===== src/rtl/tensor_pkg.sv =====
// Shared types and widths for the tensor core arbiter.
// TENSOR_ARB_WDOG_EN adds the ABORT state used by the job watchdog.
package tensor_pkg;

  localparam int SIZE_W = 17;
  localparam int WORD_W = 32;
  localparam int TILE_W = 32;

  typedef enum logic [2:0] {
    ST_IDLE,
    ST_START,
    ST_WAIT_CLR,
    ST_WAIT_DONE,
    ST_RESP
`ifdef TENSOR_ARB_WDOG_EN
    , ST_ABORT
`endif
  } arb_state_t;

  // A job is runnable only for an even dimension in [2, max_size].
  function automatic logic size_ok(input logic signed [SIZE_W-1:0] size,
                                   input int max_size);
    int sz;
    sz = int'(size);
    return (size[0] == 1'b0) && (sz >= 2) && (sz <= max_size);
  endfunction

endpackage


===== src/rtl/tensor_core_arbiter_rr_picker.sv =====
// Combinational round-robin picker: one-hot winner searching upward from last+1.
module rr_picker #(
  parameter int N  = 2,
  parameter int IW = (N > 1) ? $clog2(N) : 1
) (
  input  logic [N-1:0]  req_i,
  input  logic [IW-1:0] last_i,
  output logic [N-1:0]  pick_o,
  output logic [IW-1:0] idx_o,
  output logic          any_o
);

  always_comb begin
    pick_o = '0;
    idx_o  = '0;
    any_o  = 1'b0;
    for (int k = 1; k <= N; k++) begin
      for (int j = 0; j < N; j++) begin
        if (!any_o && req_i[j] && (j == ((int'(last_i) + k) % N))) begin
          any_o     = 1'b1;
          pick_o[j] = 1'b1;
          idx_o     = IW'(j);
        end
      end
    end
  end

endmodule


===== src/rtl/tensor_core_arbiter.sv =====
// Shares one 2x2 tensor core sequencer between NUM_REQ requesters.
// Optional job watchdog enabled by defining TENSOR_ARB_WDOG_EN.
//
// state        | meaning
// -------------+-------------------------------------------------------
// ST_IDLE      | pick a requester, accept its job, check the size
// ST_START     | one-cycle core_start, clear tile counter
// ST_WAIT_CLR  | owner streams; wait for stale core_valid to drop
// ST_WAIT_DONE | owner streams; count push22 until core_valid rises
// ST_RESP      | one-cycle done/err/tiles response to the owner
// ST_ABORT     | watchdog fired: one-cycle core_reset (macro only)
module tensor_core_arbiter
  import tensor_pkg::*;
#(
  parameter int NUM_REQ    = 2,
  parameter int MAX_SIZE   = 64,
  parameter int WDOG_LIMIT = 65535
) (
  input  logic                      clk,
  input  logic                      reset,
  input  logic [NUM_REQ-1:0]        req_valid,
  output logic [NUM_REQ-1:0]        req_ready,
  input  logic [NUM_REQ*SIZE_W-1:0] req_size,
  input  logic [NUM_REQ*WORD_W-1:0] req_inA,
  input  logic [NUM_REQ*WORD_W-1:0] req_inB,
  output logic [NUM_REQ-1:0]        gnt,
  output logic [NUM_REQ-1:0]        done,
  output logic                      err,
  output logic [TILE_W-1:0]         tiles,
  output logic                      core_start,
  output logic [SIZE_W-1:0]         core_size,
  output logic [WORD_W-1:0]         core_inA,
  output logic [WORD_W-1:0]         core_inB,
  input  logic                      core_valid,
  input  logic                      core_push22,
  output logic                      core_reset
);

  localparam int IW = (NUM_REQ > 1) ? $clog2(NUM_REQ) : 1;

  if (NUM_REQ < 2 || NUM_REQ > 8 || WDOG_LIMIT < 1) begin : g_cfg_check
    $error("tensor_core_arbiter: unsupported parameter set");
  end

  arb_state_t          state_q;
  logic [IW-1:0]       owner_q;
  logic [IW-1:0]       last_q;
  logic [SIZE_W-1:0]   size_q;
  logic [TILE_W-1:0]   cnt_q;
  logic [TILE_W-1:0]   cnt_d;
  logic [TILE_W-1:0]   cnt_sat;
  logic [NUM_REQ-1:0]  gnt_q;
  logic [NUM_REQ-1:0]  done_q;
  logic                err_q;
  logic [TILE_W-1:0]   tiles_q;
  logic                start_q;
  logic [NUM_REQ-1:0]  owner_oh;

  logic [NUM_REQ-1:0]  pick;
  logic [IW-1:0]       pick_idx;
  logic                pick_any;
  logic [SIZE_W-1:0]   pick_size;

`ifdef TENSOR_ARB_WDOG_EN
  logic [31:0]         wdog_q;
  logic                wdog_hit;
  assign wdog_hit = (wdog_q + 32'd1) == 32'(WDOG_LIMIT);
`endif

  rr_picker #(
    .N  (NUM_REQ),
    .IW (IW)
  ) u_picker (
    .req_i  (req_valid),
    .last_i (last_q),
    .pick_o (pick),
    .idx_o  (pick_idx),
    .any_o  (pick_any)
  );

  assign pick_size = req_size[pick_idx*SIZE_W +: SIZE_W];
  assign owner_oh  = NUM_REQ'(1) << owner_q;

  // Tile counter saturates rather than wrapping on very long jobs.
  assign cnt_sat = (&cnt_q) ? cnt_q : cnt_q + TILE_W'(1);
  assign cnt_d   = core_push22 ? cnt_sat : cnt_q;

  assign req_ready  = (state_q == ST_IDLE) ? pick : '0;
  assign gnt        = gnt_q;
  assign done       = done_q;
  assign err        = err_q;
  assign tiles      = tiles_q;
  assign core_start = start_q;
  assign core_size  = size_q;
  assign core_inA   = (|gnt_q) ? req_inA[owner_q*WORD_W +: WORD_W] : '0;
  assign core_inB   = (|gnt_q) ? req_inB[owner_q*WORD_W +: WORD_W] : '0;

`ifdef TENSOR_ARB_WDOG_EN
  assign core_reset = ~reset | (state_q == ST_ABORT);
`else
  assign core_reset = ~reset;
`endif

  always_ff @(posedge clk or negedge reset) begin
    if (!reset) begin
      state_q <= ST_IDLE;
      owner_q <= '0;
      last_q  <= IW'(NUM_REQ - 1);
      size_q  <= '0;
      cnt_q   <= '0;
      gnt_q   <= '0;
      done_q  <= '0;
      err_q   <= 1'b0;
      tiles_q <= '0;
      start_q <= 1'b0;
`ifdef TENSOR_ARB_WDOG_EN
      wdog_q  <= '0;
`endif
    end else begin
      start_q <= 1'b0;
      done_q  <= '0;
      case (state_q)
        ST_IDLE: begin
          if (pick_any) begin
            owner_q <= pick_idx;
            size_q  <= pick_size;
            if (size_ok(pick_size, MAX_SIZE)) begin
              state_q <= ST_START;
              start_q <= 1'b1;
            end else begin
              state_q <= ST_RESP;
              done_q  <= pick;
              err_q   <= 1'b1;
              tiles_q <= '0;
            end
          end
        end
        ST_START: begin
          cnt_q   <= '0;
          gnt_q   <= owner_oh;
          state_q <= ST_WAIT_CLR;
`ifdef TENSOR_ARB_WDOG_EN
          wdog_q  <= '0;
`endif
        end
        ST_WAIT_CLR: begin
          if (!core_valid) state_q <= ST_WAIT_DONE;
`ifdef TENSOR_ARB_WDOG_EN
          wdog_q <= wdog_q + 32'd1;
          if (wdog_hit) begin
            state_q <= ST_ABORT;
            gnt_q   <= '0;
          end
`endif
        end
        ST_WAIT_DONE: begin
          cnt_q <= cnt_d;
`ifdef TENSOR_ARB_WDOG_EN
          wdog_q <= wdog_q + 32'd1;
          if (wdog_hit) begin
            state_q <= ST_ABORT;
            gnt_q   <= '0;
          end
`endif
          // Completion wins over a watchdog hit in the same cycle.
          if (core_valid) begin
            state_q <= ST_RESP;
            gnt_q   <= '0;
            done_q  <= owner_oh;
            err_q   <= 1'b0;
            tiles_q <= cnt_d;
          end
        end
`ifdef TENSOR_ARB_WDOG_EN
        ST_ABORT: begin
          state_q <= ST_RESP;
          done_q  <= owner_oh;
          err_q   <= 1'b1;
          tiles_q <= cnt_q;
        end
`endif
        ST_RESP: begin
          last_q  <= owner_q;
          state_q <= ST_IDLE;
        end
        default: begin
          state_q <= ST_IDLE;
          gnt_q   <= '0;
        end
      endcase
    end
  end

endmodule


===== config.mk =====
export PLATFORM = sky130hd
export DESIGN_NAME = tensor_core_arbiter
export DESIGN_NICKNAME = d
export VERILOG_FILES = /design/src/rtl/tensor_pkg.sv /design/src/rtl/tensor_core_arbiter_rr_picker.sv /design/src/rtl/tensor_core_arbiter.sv
export SDC_FILE = /design/constraint.sdc
export NUM_CORES = 1
export LEC_CHECK = 0
export CAP_MARGIN = 20
export CORE_MARGIN = 8
export CORE_UTILIZATION = 42
export DETAILED_ROUTE_END_ITERATION = 7
export GPL_TIMING_DRIVEN = 1
export PLACE_DENSITY = 0.83
export SLEW_MARGIN = 20
export SYNTH_ARGS = -nofsm -noshare
export SYNTH_HDL_FRONTEND = slang
export SYNTH_SLANG_ARGS = --single-unit

===== constraint.sdc =====
create_clock -name clk -period 3.05 [get_ports clk]
set_clock_uncertainty 0.15 [all_clocks]
set_input_delay 0.305 -clock clk [delete_from_list [all_inputs] [get_ports clk]]
set_output_delay 0.305 -clock clk [all_outputs]
set_load 0.01 [all_outputs]

* Word level (Yosys, flattened, before mapping)
Cells that the tools add are included.
** Word-level totals
- Flip-flop bits (word level) :: 92
- Input bits :: 168
- Output and inout bits :: 122
** Operators by class
- Add/sub/neg operators :: 3
- Multiply operators :: 1
- $lt $le $gt $ge :: 2
- Equality and inequality tests :: 10
- Shifts and indexed selects :: 4
- Multiplexer cells :: 37
- Bitwise logic cells :: 5
- Reductions and logical operators :: 24
** Operator list (count)
- $mux 32 :: 7
- $pmux 32 s2 :: 2
- $shiftx 64x7->32 :: 2
- $logic_not 32->1 :: 2
- $shiftx 34x7->17 :: 1
- $add 32x1->32 const B :: 1
- $reduce_and 32->1 :: 1
- $ge 17x3->1 const B :: 1
- $le 17x8->1 const B :: 1
- $mux 1 :: 15
- $mux 3 :: 4
- $pmux 3 s4 :: 1
- $mux 2 :: 5
- $logic_and 1x1->1 :: 9
- $ne 2x2->1 const B :: 4
- $eq 3x2->1 const B :: 2
- $mul 1x5->6 const B :: 1
- $pmux 2 s3 :: 1
- $eq 2x2->1 const A :: 2
- $pmux 2 s2 :: 1
- $reduce_and 2->1 :: 2
- $reduce_and 4->1 :: 1
- $reduce_bool 2->1 :: 2
- $eq 3x1->1 const B :: 1
- 11 further kinds :: 17

* Logic depth before layout (Yosys ltp)
Gate-level depths: netlist (run 1).
- Word-level depth :: 25
- Gate-level depth with buffers :: 9
- Mapped depth without buffers :: 7

* Cells and area by module
Synthesis (run 1) repeated with hierarchy kept, for this count alone.
** Unflattened totals
- Cell total of the unflattened synthesis :: 686
- Area, all modules :: 5926.9 µm²
** By module, submodules not included
- tensor_core_arbiter :: instances 1, cells each 681, area an instance 5894.4 µm²
- rr_picker :: instances 1, cells each 5, area an instance 32.5 µm²

* Worst setup path before layout (run 1)
Ideal clock, no wire load.
- Kind :: register to register
- Start :: register cnt_q[0]
- End :: register tiles_q[0], in the netlist tiles[0]
- Arrival time :: 2020 ps
- Required time :: 2775 ps
- Path slack :: 755 ps
- Cell stages (with the launch flop) :: 10
- Clock period less this slack :: 2295 ps
- Path through :: dfrtp_1 -> ha_1 -> nand4_2 -> or2_1 -> clkbuf_1 -> o31a_1 -> buf_6 -> xnor2_1 -> nor2_1 -> mux2_2
** On the way
- Longest elaborated chain between the ends :: 5
** Ends and longest elaborated chain
- from (decl) :: line tensor_core_arbiter.sv:49 : logic [TILE_W-1:0] cnt_q;
- from (signal assigned) :: line tensor_core_arbiter.sv:157 : cnt_q <= cnt_d;
- $add 32x1->32 / $reduce_and 32->1 (equally long branches) :: line tensor_core_arbiter.sv:85 : assign cnt_sat = (&cnt_q) ? cnt_q : cnt_q + TILE_W'(1);
- $mux 32 :: line tensor_core_arbiter.sv:85
- $mux 32 (*) :: line tensor_core_arbiter.sv:86 : assign cnt_d = core_push22 ? cnt_sat : cnt_q;
- $mux 32 (*) :: line tensor_core_arbiter.sv:166 : if (core_valid) begin
- $pmux 32 s2 (*) :: line tensor_core_arbiter.sv:122 : case (state_q)
- to (signal assigned) :: line tensor_core_arbiter.sv:171 : tiles_q <= cnt_d;
- to (decl) :: line tensor_core_arbiter.sv:55 : logic [TILE_W-1:0] tiles_q;
Mark *: on every way between the ends. The rest lies on a longest branch, timed or not. The select of a mux whose other input is x is not followed.
A chain may end at the register's enable or synchronous reset.

* Worst setup path after layout (run 1)
- Start :: register cnt_q[0]
- End :: register tiles_q[7], in the netlist tiles[7]
** On the way
- Longest elaborated chain between the ends :: 5
** Ends and longest elaborated chain (line)
- $add 32x1->32 / $reduce_and 32->1 (equally long branches) :: tensor_core_arbiter.sv:85
- $mux 32 (*) :: tensor_core_arbiter.sv:85
- $mux 32 (*) :: tensor_core_arbiter.sv:86
- $mux 32 (*) :: tensor_core_arbiter.sv:166
- $pmux 32 s2 (*) :: tensor_core_arbiter.sv:122
Marks and branches as above.

==> results of run 1 <==
## power groups by stage
stage,clock (mW),combinational [mW],sequential [mW]
3_5_place_dp,0,3.25,1.90
6_report,1.25,3.25,1.89
2_1_floorplan,0,1.74,1.71
4_1_cts,1.25,3.28,1.88
5_1_grt,1.31,3.50,1.94
3_3_place_gp,0,3.22,1.88
## state kept, by name (all words and copies together) (netlist names)
| name | cells |
|---|---|
| err | 1 |
| core_size | 17 |
| cnt_q | 32 |
| state_q | 3 |
| tiles | 32 |
| core_start | 1 |
| done | 2 |
| owner_q | 1 |
| gnt | 2 |
| last_q | 1 |
## cells in the mapped netlist, types with 2 or more instances
library cell	count	area, µm²
buf_1	7	26.3
inv_1	11	41.3
a21oi_1	26	130
nor3_1	9	45.0
nand2b_1	3	18.8
mux2_4	7	105
clkbuf_1	26	97.6
buf_2	14	70.1
nor2_1	120	450
mux2_2	3	33.8
nand2_1	42	158
or3_1	4	25.0
nand2_2	2	12.5
or2_1	2	12.5
buf_4	2	15.0
mux2i_1	104	1040
a22o_1	24	210
nor3_4	2	32.5
o31ai_1	2	15.0
nor4_1	8	50.1
nand4_2	6	75.1
o21ai_0	33	165
and4_1	6	52.6
or4_1	5	37.5
o2111a_1	2	22.5
buf_6	2	22.5
o2bb2ai_1	2	17.5
and3_1	7	43.8
o22ai_1	3	18.8
xor2_1	12	105
dfrtp_1	91	2280
nand4_1	7	43.8
and2_1	3	18.8
xnor2_1	16	140
nand3_1	13	65.1
nor2b_1	3	18.8
o21ai_1	3	15.0
o31a_1	3	26.3
## worst max-delay path, delay by kind of cell (launching register included)
family | cells | cell delay, ns
simple gates | 3 | 0.85
fa+ha+maj | 1 | 0.27
xor+xnor | 1 | 0.15
flops | 1 | 0.47
compound gates | 2 | 0.63
## how the worst max path moves through the flow
| stage | endpoint | slack [ns] | start | cells after the start |
|---|---|---|---|---|
| 6_report | tiles[7] | 0.42 | cnt_q[0] | 7 |
| 5_1_grt | tiles[7] | 0.31 | cnt_q[0] | 7 |
| 4_1_cts | tiles[7] | 0.44 | cnt_q[0] | 7 |
| 3_5_place_dp | tiles[29] | 0.25 | req_size[19] | 8 |
| 3_3_place_gp | tiles[30] | 0.28 | req_size[19] | 8 |
| 2_1_floorplan | tiles[0] | 0.76 | cnt_q[0] | 9 |
## layout make-up
type | count | area (µm²) | share of cell area (%)
clock buffer | 10 | 239 | 2.55
multi-input combinational | 499 | 3390 | 36.2
sequential | 92 | 2310 | 24.7
tap | 180 | 225 | 2.41
timing repair buffer | 306 | 3060 | 32.7
clock inverter | 6 | 96.3 | 1.03
inverter | 11 | 41.3 | 0.441
## cell families (layout without fill, tap and decap cells)
kind of cell	after synthesis	count (layout)	share of synthesized area (%)
AO/OA/AOI/OAI	109	109	12.3
XOR/XNOR	28	28	4.12
adder cells (fa/ha/maj)	1	1	0.210
buffers and inverters	62	333	4.58
flip-flops	92	92	38.7
multiplexers	114	114	19.8
AND/OR/NAND/NOR	247	247	20.3
## metrics by stage
| stage | power, mW | std cells | setup slack (ns) | area, µm² |
|---|---|---|---|---|
| floorplan | 3.44 | 653 | 0.755 | 5950 |
| global placement | 5.10 | 1087 | 0.277 | 9010 |
| detailed placement | 5.16 | 1087 | 0.254 | 9010 |
| CTS | 6.41 | 1104 | 0.444 | 9360 |
| global route | 6.75 | 1104 | 0.305 | 9360 |
| finish | 6.39 | 1104 | 0.416 | 9360 |
## repair_timing
item | 4_1_cts | 5_1_grt
resized for setup | 0 | 0
hold endpoints to repair | 38 | 0
hold buffers | 1 | 0
## routing by layer
layer  track usage (%)  wire length (µm)  up-vias
met3              5.46              1650       15
met2              36.8             10300      220
li1                  -                 -     2837
met5                 0                 0        -
met4              4.57               234        0
met1              29.6              9380     2770
==> metrics.txt, run 1 <==
Worst VDD drop between 0.0005 and 0.0006 V; sequential fraction of the synthesis area 38.7%; fraction of registers with async set/reset 100%; crit-path cells ha_1 -> nand4_2 -> or2_1 -> o31a_1 -> and4_1 -> xor2_1 -> a22o_1; IO buf count roughly 290; # setup viols final 0; Hold Path Sink last_q; Post-synth EDFFs 0; Logic pwr share 50.8%; internal power a little under 4 mW; Setup CP Type reg -> reg; CP max stage delay 0.47 ns; endpoint type of the worst setup path flop; Final Util 67.4%; Distinct cells, synth 56; worst-skew pair later-pin latency about 0.34 ns; post-synthesis cell count ~650; initial antenna violation count 0; Hold Path Depth 2; # rows 43; H-tree depth 3; GRT Util Overall 22.5%; fin nets 1,088; CTS root buf clkbuf_16; pin count of the biggest net entering global routing 65; Hold WC Path Type reg -> reg; most common cell after layout, fill and taps aside clkdlybuf4s50_1; detailed-route DRC error count 0; Slew HR 54.7%; reg2reg end tiles[7]; Net Count, Synth approximately 820; Ys Warns 0; drt wl/cell 19.6 µm; wirelength, routed 21.6 mm; ys flop type dfrtp_1; RR Startpoint cnt_q[0]; Sw Ratio 38.5%; P_sw 2.46 mW; gr ovfl total 0; Final Hold Viols 0; router iterations before antenna repair 5; Req. time, crit path 3.12 ns; R2R Setup Slk 0.42 ns; RSZ-0062 raised after global routing no; synthesized cell area 5950 µm²; Register-to-Register Path Depth 7; antenna viol nets, final 0; clk sinks 92; Core Area 13,900 µm²; Post-CTS Setup Bufs 0; Power Density slightly below 700 nW/µm²; filler instances ~1,100; Seq cells post-synth 92; Via Count 5,842; CTS Buf Count 9; IO Pins 290; vias in the first global route 5,558; fmax 0.380 GHz; First DRT Iteration DRCs 419; fraction of layout instances using a drive strength above 1 7.25%; most frequent cells in the layout clkdlybuf4s50_1 (288), nor2_1 (119), mux2i_1 (104); initial core utilization 42.9%; Clock Power Share 19.5%; post-detail-place hpwl between 15 and 20 mm; post-synthesis average cell area 9.11 µm²; final RePlAce weighted congestion 0.902; first-pass GRT wire length approximately 32 mm; Lkg Pwr 4.03 nW; CP arrival approximately 2.7 ns; critical path startpoint category flop; Max FO, Critical Path 12; crit share post-route 86.3%; CP max-delay cell dfrtp_1; die footprint 18,200 µm²; CTS tree built; Hold Worst Slack 0.350 ns; die width 135 µm; Period minus WS final 2.63 ns; Reg power frac between 20 and 30%; Hold Startpoint last_q; measured slew at the worst slew-check pin 0.680 ns; Max Cap Viol 0; routed vias/inst about 5.3; area growth from synthesis to layout 57.2%; max-slew violations 0; clk buf depth 2; total negative slack 0 ns; status complete, no violations; Die Y 135 µm; # diodes 0; Clk pin slew, worst setup/hold paths 0.06 ns
(Power assumes the default switching activity.)
==> run 2: changes to the inputs <==
==> constraint.sdc (replaced) <==
create_clock -name clk -period 3.05 [get_ports clk]
set_clock_uncertainty 0.15 [all_clocks]
set_input_delay 0.61 -clock clk [delete_from_list [all_inputs] [get_ports clk]]
set_output_delay 0.61 -clock clk [all_outputs]
set_load 0.01 [all_outputs]
==> run 2 against run 1 <==
Register-to-register slack worse by 0.02 ns; design area grew 0.21%; total power down 2.1%; largest cell class unchanged; highest routed layer is now met5.
==> metrics.txt, run 2 (synthesized netlist as in run 1, its figures left out) <==
Top Usage Layer GRT met2; R2R Setup Slk 0.40 ns; met3 Usage GRT 7.32%; antenna viol nets, final 0; fin nets approximately 1,100; Tot Pwr around 6.3 mW; clk buf depth 2; crit share post-route 95.7%; Register-to-Register Path Depth 7; Core Area 13,900 µm²; Max FO, Critical Path 3; CP max-delay cell clkdlybuf4s50_1; Max Cap Viol 0; worst-skew pair later-pin latency roughly 0.34 ns; # setup viols final 0; filler instances 1,117; Period minus WS final a little under 3 ns; routed vias/inst 5.33; fmax roughly 0.34 GHz; # hold bufs at CTS 0; cell repeated most along the worst path clkdlybuf4s50_1; Final Hold Viols 0; Post-CTS Setup Bufs 0; status complete, no violations; CTS tree built; RR Startpoint cnt_q[0]; CP max stage delay 0.62 ns; initial antenna violation count 1; vias in the first global route 5,664; pin count of the biggest net entering global routing 65; wirelength, routed ~22 mm; Worst VDD drop 0.000464 V; first-pass GRT wire length 33.0 mm; critical path startpoint category primary input; Hold WC Path Type in -> async; Lkg Pwr 4.04 nW; Final Util between 60% and 70%; IO buf count 289; GR Util met1 29.3%; die footprint 18,200 µm²; Clk pin slew, worst setup/hold paths 0.07 ns; # rows 43; CP arrival 2.16 ns; CTS root buf clkbuf_16; RSZ-0062 raised after global routing no; met2 GRT Util a little under two fifths; die width 135 µm; most frequent cells in the layout clkdlybuf4s50_1 (288), nor2_1 (119), mux2i_1 (104); most common cell after layout, fill and taps aside clkdlybuf4s50_1; detailed-route DRC error count 0; gr ovfl total 0; Setup crit end req_ready[1]; First DRT Iteration DRCs approximately 430; fraction of layout instances using a drive strength above 1 7.74%; area growth from synthesis to layout 57.6%; CTS Buf Count 9; IO Pins 290; post-CTS sizing 0; endpoint type of the worst setup path output port; clk sinks between 90 and 100; total negative slack 0 ns; max-slew violations 0; drt wl/cell 19.6 µm; router iterations before antenna repair 5; measured slew at the worst slew-check pin 0.729 ns; post-detail-place hpwl 17.5 mm; Die Y 135 µm; Req. time, crit path about 2.3 ns; Slew HR between 50% and 60%; initial core utilization a little over two fifths; Power Density about 670 nW/µm²; Via Count 5,916; reg2reg end tiles[7]; worst setup path startpoint req_valid[1]; final RePlAce weighted congestion a little over 0.9; # diodes 0; H-tree depth 3; GRT Util Overall 23.2%; Setup CP Type in -> out; crit-path cells clkdlybuf4s50_1 -> a21boi_2 -> and2_1 -> clkdlybuf4s50_1
## run 2: cell types whose count changed in the layout (fill, tap and decap cells not counted), moves of 2 or more
cell	before	now
clkinv_4	2	0
buf_4	14	19
clkinv_2	0	2
clkbuf_1	0	2
buf_12	3	5
## run 2: area by class of cell
cell class | instances | area, µm² | area share, %
multi-input combinational | 499 | 3390 | 36.2
timing repair buffer | 312 | 3130 | 33.3
sequential | 92 | 2310 | 24.6
clock buffer | 11 | 233 | 2.48
tap | 180 | 225 | 2.40
clock inverter | 5 | 55.1 | 0.587
inverter | 11 | 41.3 | 0.440
## run 2: worst min-delay path by stage
stage / from / endpoint / depth (start not counted)
after CTS: reset / cnt_q[25] / 2
after global routing: reset / cnt_q[25] / 2
after floorplan: reset / cnt_q[0] / 0
after global placement: tiles[14] / tiles[14] / 1
final: reset / cnt_q[25] / 2
after detailed placement: tiles[14] / tiles[14] / 1
## run 2: layer usage
metal	vias to the layer above	wire length, µm
li1	2846	-
met1	2840	9020
met2	212	10700
met3	16	1780
met4	2	251
met5	-	9
## run 2: report_power, final
part	total, mW	leakage [nW]	switching [mW]	internal (mW)
clock network	1.09	0.136	0.455	0.633
registers	1.88	1.11	0.401	1.47
logic	3.29	2.80	1.56	1.73
## run 2: stage by stage
| stage | hold WS, ns | setup WS, ns | cells | area, µm² |
|---|---|---|---|---|
| detailed placement | 0.326 | 0.0320 | 1094 | 9090 |
| global route | 0.274 | 0.0148 | 1110 | 9380 |
| global placement | 0.324 | 0.0414 | 1094 | 9090 |
| floorplan | 0.164 | 0.550 | 653 | 5950 |
| CTS | 0.249 | 0.129 | 1110 | 9380 |
| finish | 0.227 | 0.131 | 1110 | 9380 |
## run 2: worst max-delay path, delay by kind of cell
kind                   cells  cell delay, ns
buffers and inverters      2            1.12
AO/OA/AOI/OAI              1            0.22
AND/OR/NAND/NOR            1            0.21
